===== config.mk =====
export PLATFORM = sky130hd
export DESIGN_NAME = vga_sync_gen
export DESIGN_NICKNAME = d
export VERILOG_FILES = /design/src/rtl/vga_timing_pkg.sv /design/src/rtl/vga_axis_counter.sv /design/src/rtl/vga_sync_gen.sv
export SDC_FILE = /design/constraint.sdc
export NUM_CORES = 1
export LEC_CHECK = 0
export BUFFER_PORTS_ARGS = -buffer_cell sky130_fd_sc_hd__buf_4
export CORE_MARGIN = 4
export CORE_UTILIZATION = 55
export DETAILED_ROUTE_END_ITERATION = 6
export GPL_ROUTABILITY_DRIVEN = 0
export PLACE_DENSITY = 0.87
export SYNTH_ARGS = -nofsm -noshare
export SYNTH_HDL_FRONTEND = slang
export SYNTH_HIERARCHICAL = 1
export SYNTH_SLANG_ARGS = --single-unit

===== constraint.sdc =====
create_clock -name clk -period 3 [get_ports clk]
set_input_delay 0.9 -clock clk [delete_from_list [all_inputs] [get_ports clk]]
set_output_delay 0.9 -clock clk [all_outputs]
set_load 0.1 [all_outputs]

===== src/rtl/vga_timing_pkg.sv =====
// rtl/vga_timing_pkg.sv - shared VGA timing constants and helpers
package vga_timing_pkg;

    localparam int H_VIS_DEF   = 640;
    localparam int H_FP_DEF    = 16;
    localparam int H_SW_DEF    = 96;
    localparam int H_BP_DEF    = 48;
    localparam int V_VIS_DEF   = 480;
    localparam int V_FP_DEF    = 10;
    localparam int V_SW_DEF    = 2;
    localparam int V_BP_DEF    = 33;
    localparam int CLK_DIV_DEF = 2;

    localparam int H_TOT = H_VIS_DEF + H_FP_DEF + H_SW_DEF + H_BP_DEF;
    localparam int V_TOT = V_VIS_DEF + V_FP_DEF + V_SW_DEF + V_BP_DEF;

    localparam int CNT_W = 10;
    localparam int DIV_W = 4;

    function automatic int axis_total(input int vis, input int fp, input int sw, input int bp);
        return vis + fp + sw + bp;
    endfunction

endpackage


===== src/rtl/vga_axis_counter.sv =====
// rtl/vga_axis_counter.sv - one timing axis: count, wrap, registered sync, next-state visibility
module vga_axis_counter
    import vga_timing_pkg::*;
#(
    parameter int VIS = H_VIS_DEF,
    parameter int FP  = H_FP_DEF,
    parameter int SW  = H_SW_DEF,
    parameter int BP  = H_BP_DEF
) (
    input  logic             clk,
    input  logic             rst_n,
    input  logic             step_i,
    output logic [CNT_W-1:0] cnt_o,
    output logic             wrap_o,
    output logic             sync_o,
    output logic             vis_nxt_o
);

    localparam logic [CNT_W-1:0] LAST     = CNT_W'(axis_total(VIS, FP, SW, BP) - 1);
    localparam logic [CNT_W-1:0] SYNC_BEG = CNT_W'(VIS + FP);
    localparam logic [CNT_W-1:0] SYNC_END = CNT_W'(VIS + FP + SW);
    localparam logic [CNT_W-1:0] VIS_END  = CNT_W'(VIS);

    logic [CNT_W-1:0] cnt_q, cnt_d;
    logic             sync_q, sync_d;

    // Sync and visibility are derived from the next count so they land on the same edge as it.
    always_comb begin
        wrap_o = step_i && (cnt_q == LAST);
        cnt_d  = cnt_q;
        if (step_i) begin
            cnt_d = (cnt_q == LAST) ? '0 : cnt_q + 1'b1;
        end
        sync_d    = !((cnt_d >= SYNC_BEG) && (cnt_d < SYNC_END));
        vis_nxt_o = (cnt_d < VIS_END);
    end

    always_ff @(posedge clk or negedge rst_n) begin
        if (!rst_n) begin
            cnt_q  <= '0;
            sync_q <= 1'b1;
        end else begin
            cnt_q  <= cnt_d;
            sync_q <= sync_d;
        end
    end

    assign cnt_o  = cnt_q;
    assign sync_o = sync_q;

endmodule


===== src/rtl/vga_sync_gen.sv =====
// rtl/vga_sync_gen.sv - VGA sync generator: pixel divider plus horizontal and vertical axes
module vga_sync_gen
    import vga_timing_pkg::*;
#(
    parameter int H_VIS   = H_VIS_DEF,
    parameter int H_FP    = H_FP_DEF,
    parameter int H_SW    = H_SW_DEF,
    parameter int H_BP    = H_BP_DEF,
    parameter int V_VIS   = V_VIS_DEF,
    parameter int V_FP    = V_FP_DEF,
    parameter int V_SW    = V_SW_DEF,
    parameter int V_BP    = V_BP_DEF,
    parameter int CLK_DIV = CLK_DIV_DEF
) (
    input  logic             clk,
    input  logic             rst_n,
    output logic             hsync,
    output logic             vsync,
    output logic [CNT_W-1:0] hc,
    output logic [CNT_W-1:0] vc,
    output logic             vidon,
    output logic             pix_tick,
    output logic             frame_start
);

    localparam logic [DIV_W-1:0] DIV_MAX = DIV_W'(CLK_DIV - 1);

    logic             run_q;
    logic [DIV_W-1:0] div_q, div_d;
    logic             vidon_q, frame_start_q;
    logic             h_wrap, v_wrap, h_vis_nxt, v_vis_nxt;

    // The divider holds at zero for the first edge after reset so the first tick lands CLK_DIV edges later.
    assign pix_tick = run_q && (div_q == DIV_MAX);

    always_comb begin
        div_d = '0;
        if (run_q && (div_q != DIV_MAX)) begin
            div_d = div_q + 1'b1;
        end
    end

    always_ff @(posedge clk or negedge rst_n) begin
        if (!rst_n) begin
            run_q         <= 1'b0;
            div_q         <= '0;
            vidon_q       <= 1'b0;
            frame_start_q <= 1'b0;
        end else begin
            run_q         <= 1'b1;
            div_q         <= div_d;
            vidon_q       <= h_vis_nxt && v_vis_nxt;
            frame_start_q <= h_wrap && v_wrap;
        end
    end

    vga_axis_counter #(
        .VIS(H_VIS), .FP(H_FP), .SW(H_SW), .BP(H_BP)
    ) u_h (
        .clk       (clk),
        .rst_n     (rst_n),
        .step_i    (pix_tick),
        .cnt_o     (hc),
        .wrap_o    (h_wrap),
        .sync_o    (hsync),
        .vis_nxt_o (h_vis_nxt)
    );

    vga_axis_counter #(
        .VIS(V_VIS), .FP(V_FP), .SW(V_SW), .BP(V_BP)
    ) u_v (
        .clk       (clk),
        .rst_n     (rst_n),
        .step_i    (h_wrap),
        .cnt_o     (vc),
        .wrap_o    (v_wrap),
        .sync_o    (vsync),
        .vis_nxt_o (v_vis_nxt)
    );

    assign vidon       = vidon_q;
    assign frame_start = frame_start_q;

endmodule

==> summary.txt <==
Cells and area
  – Syn-to-layout area delta: 18.0%
  – Share of cells above drive strength 1: 29.1%
  – Core Util, Final: 69.3%
  – Most frequent cells in the layout: dfrtp_1 (27), buf_4 (26), nand2_1 (16)
  – Fin nets: 202
  – Ant diodes: 0
  – Post-Layout Cell Count: 227
  – Finished Cell Area: 0.00196 mm^2
  – Commonest non-fill, non-tap cell in the layout: dfrtp_1

Clock network
  – CTS tree: done
  – Worst-Skew Late Latency: 0.33 ns
  – Clock slew seen by the registers of the worst setup and hold paths: 0.10 ns
  – Post-cts sizing count: 0
  – Clk sinks: 29
  – Num CTS Buffers: 5
  – CTS Hold Bufs: 0
  – Clock Tree Root: clkbuf_4
  – Post-CTS setup buffers: 0
  – H-tree depth: 2
  – Deepest clock path buffer count: 2

Synth
  – Fraction of registers with async set/reset: 100%
  – Synthesized Nets: 175
  – Synth Area in Adders: 3.77%
  – Avg Synthesized Cell Area: 9.88 um^2
  – FF+latch count, synth: 29
  – Mux contribution to synthesized area: 0.603%
  – Cell count after synthesis: 168
  – Largest family of logic cells by synthesized area: simple AND/OR/NAND/NOR gates
  – Most used DFF post-synth: dfrtp_1
  – Distinct cells, synth: 53
  – Synth Area in XOR/XNOR: 6.78%
  – Compound-Gate Fraction of Synth Area: 10.2%
  – Register area share after synthesis: 43.9%
  – Simple-Gate Fraction of Synth Area: 31.3%
  – Yosys warnings: 6
  – Mapped cell area: 0.00166 mm^2
  – Number of enable flip-flop cells after synthesis: 0

Worst setup path
  – Critical path arrival: 1.89 ns
  – CP Capture Type: primary output
  – CP startpoint kind: flop
  – CP Class: reg2out
  – Critical Path Fanout Max: 12
  – Worst Path Required: 2.10 ns

Power
  – VDD IR-drop max: 617 uV
  – Leak: 0.883 nW
  – Cell Pwr Density: 538 mW/mm^2

Floorplan
  – Io pins: 27
  – Total core area: 0.00283 mm^2
  – Die footprint: 0.00396 mm^2
  – Die X-Extent: 62.9 um
  – Rows: 19
  – Die height: 62.9 um
  – Initial cell density of the core: 58.7%

Global route
  – First-pass GRT wire length: 5.90 mm
  – Vias in the first global route: 1349
  – Antenna violations before repair: 0
  – Total congestion overflow: 0
  – All-Layer GR Usage: 18.7%
  – Largest net degree at the start of global routing: 30

Timing
  – Clock skew: 0.0147 ns
  – Setup TNS: 0 ns
  – Fmax: 358 MHz
  – Final Max Tran Viols: 0
  – Hold slack: 0.464 ns
  – Final Hold Violating Endpoints: 0
  – Crit share post-route: 93.1%
  – Fin crit period: 2.79 ns
  – Final Setup Violations: 0
  – RSZ-0062 raised after global routing: false

Run status
  – Status: finished clean

Place
  – Placed cell count: 219
  – I/O Buffers: 26
  – Post-detail-place hpwl: 2.53 mm
  – Placed Area: 0.00191 mm^2

Route
  – Via Count: 1355
  – Routed Antenna Nets: 0
  – Via density: 5.97
  – Initial DRC Count: 55
  – WL per Instance: 14.9 um
  – Drt drc: 0
  – Drt first pass iters: 4
  – Routed wire length: 3.39 mm

Min path
  – Worst hold path class: in2async

Job
  – Max cap viols: 0
## path summary, 6_finish.rpt
kind / startpoint / to / depth (start not counted) / slack [ns]
max: div_q[1] / pix_tick / 5 / 0.21
min: rst_n / vidon / 1 / 0.46
max reg2reg: div_q[1] / vidon / 11 / 0.33
min reg2reg: div_q[0] / div_q[0] / 1 / 0.51
max in group asynchronous: rst_n / u_h/sync_o / 1 / 2.23
min in group clk: div_q[0] / div_q[0] / 1 / 0.51
## report_power, final
part | internal, mW | switching, mW | total (mW)
combinational | 0.0757 | 0.279 | 0.354
sequential | 0.423 | 0.0534 | 0.476
clock | 0.0891 | 0.135 | 0.224
## Yosys cell counts, types with 2 or more instances
master / count / area share (%)
a21o_1: 3 / 1.4
a21oi_1: 2 / 0.60
a31oi_1: 2 / 0.75
and2_1: 5 / 1.9
and3_1: 2 / 0.75
buf_2: 3 / 0.90
dfrtp_1: 27 / 41
dfstp_2: 2 / 3.2
ha_1: 5 / 3.8
inv_1: 6 / 1.4
nand2_1: 17 / 3.8
nand3_1: 8 / 2.4
nand3b_1: 3 / 1.4
nand4_1: 6 / 2.3
nor2_1: 13 / 2.9
nor3_1: 5 / 1.5
nor3b_1: 2 / 0.90
o21ai_0: 12 / 3.6
o22ai_1: 2 / 0.75
xnor2_1: 7 / 3.7
xor2_1: 4 / 2.1
## cells by family after synthesis
family / Yosys count
AO/OA/AOI/OAI: 27
multiplexers: 1
flip-flops: 29
AND/OR/NAND/NOR: 81
other: 1
XOR/XNOR: 12
adder cells (fa/ha/maj): 5
buffers and inverters: 12
## critical path, stage by stage (launching register included)
cell      delay [ns]
dfrtp_1         0.41
inv_1           0.07
ha_2            0.19
nand2b_4        0.07
nor3b_4         0.44
buf_4           0.39
## through the flow
| step | power [mW] | setup slack [ns] |
|---|---|---|
| after CTS | 1.07 | 0.177 |
| after floorplan | 0.759 | -0.0522 |
| after global routing | 1.12 | 0.0250 |
| after detailed placement | 0.841 | 0.370 |
| final | 1.05 | 0.208 |
| after global placement | 0.831 | 0.419 |
## routing by layer
metal	routed length, um	global-route usage, %
met5	0	0
met4	32	6.34
met3	231	7.73
met2	1760	31.8
met1	1370	21.0
## layout make-up
class	instances	area, um^2
multi-input combinational	127	923
fill	204	870
sequential	29	728
timing repair buffer	26	195
clock buffer	6	41.3
tap	31	38.8
inverter	6	22.5
clock inverter	2	10.0
## sequential cells by signal, indices dropped and copies added (netlist names)
register and flops:
vidon 1, u_h/sync_o 1, frame_start 1, u_h/cnt_o 10
u_v/sync_o 1, u_v/cnt_o 10, run_q 1, div_q 4
Note: power is estimated with default switching activity, not from simulation.
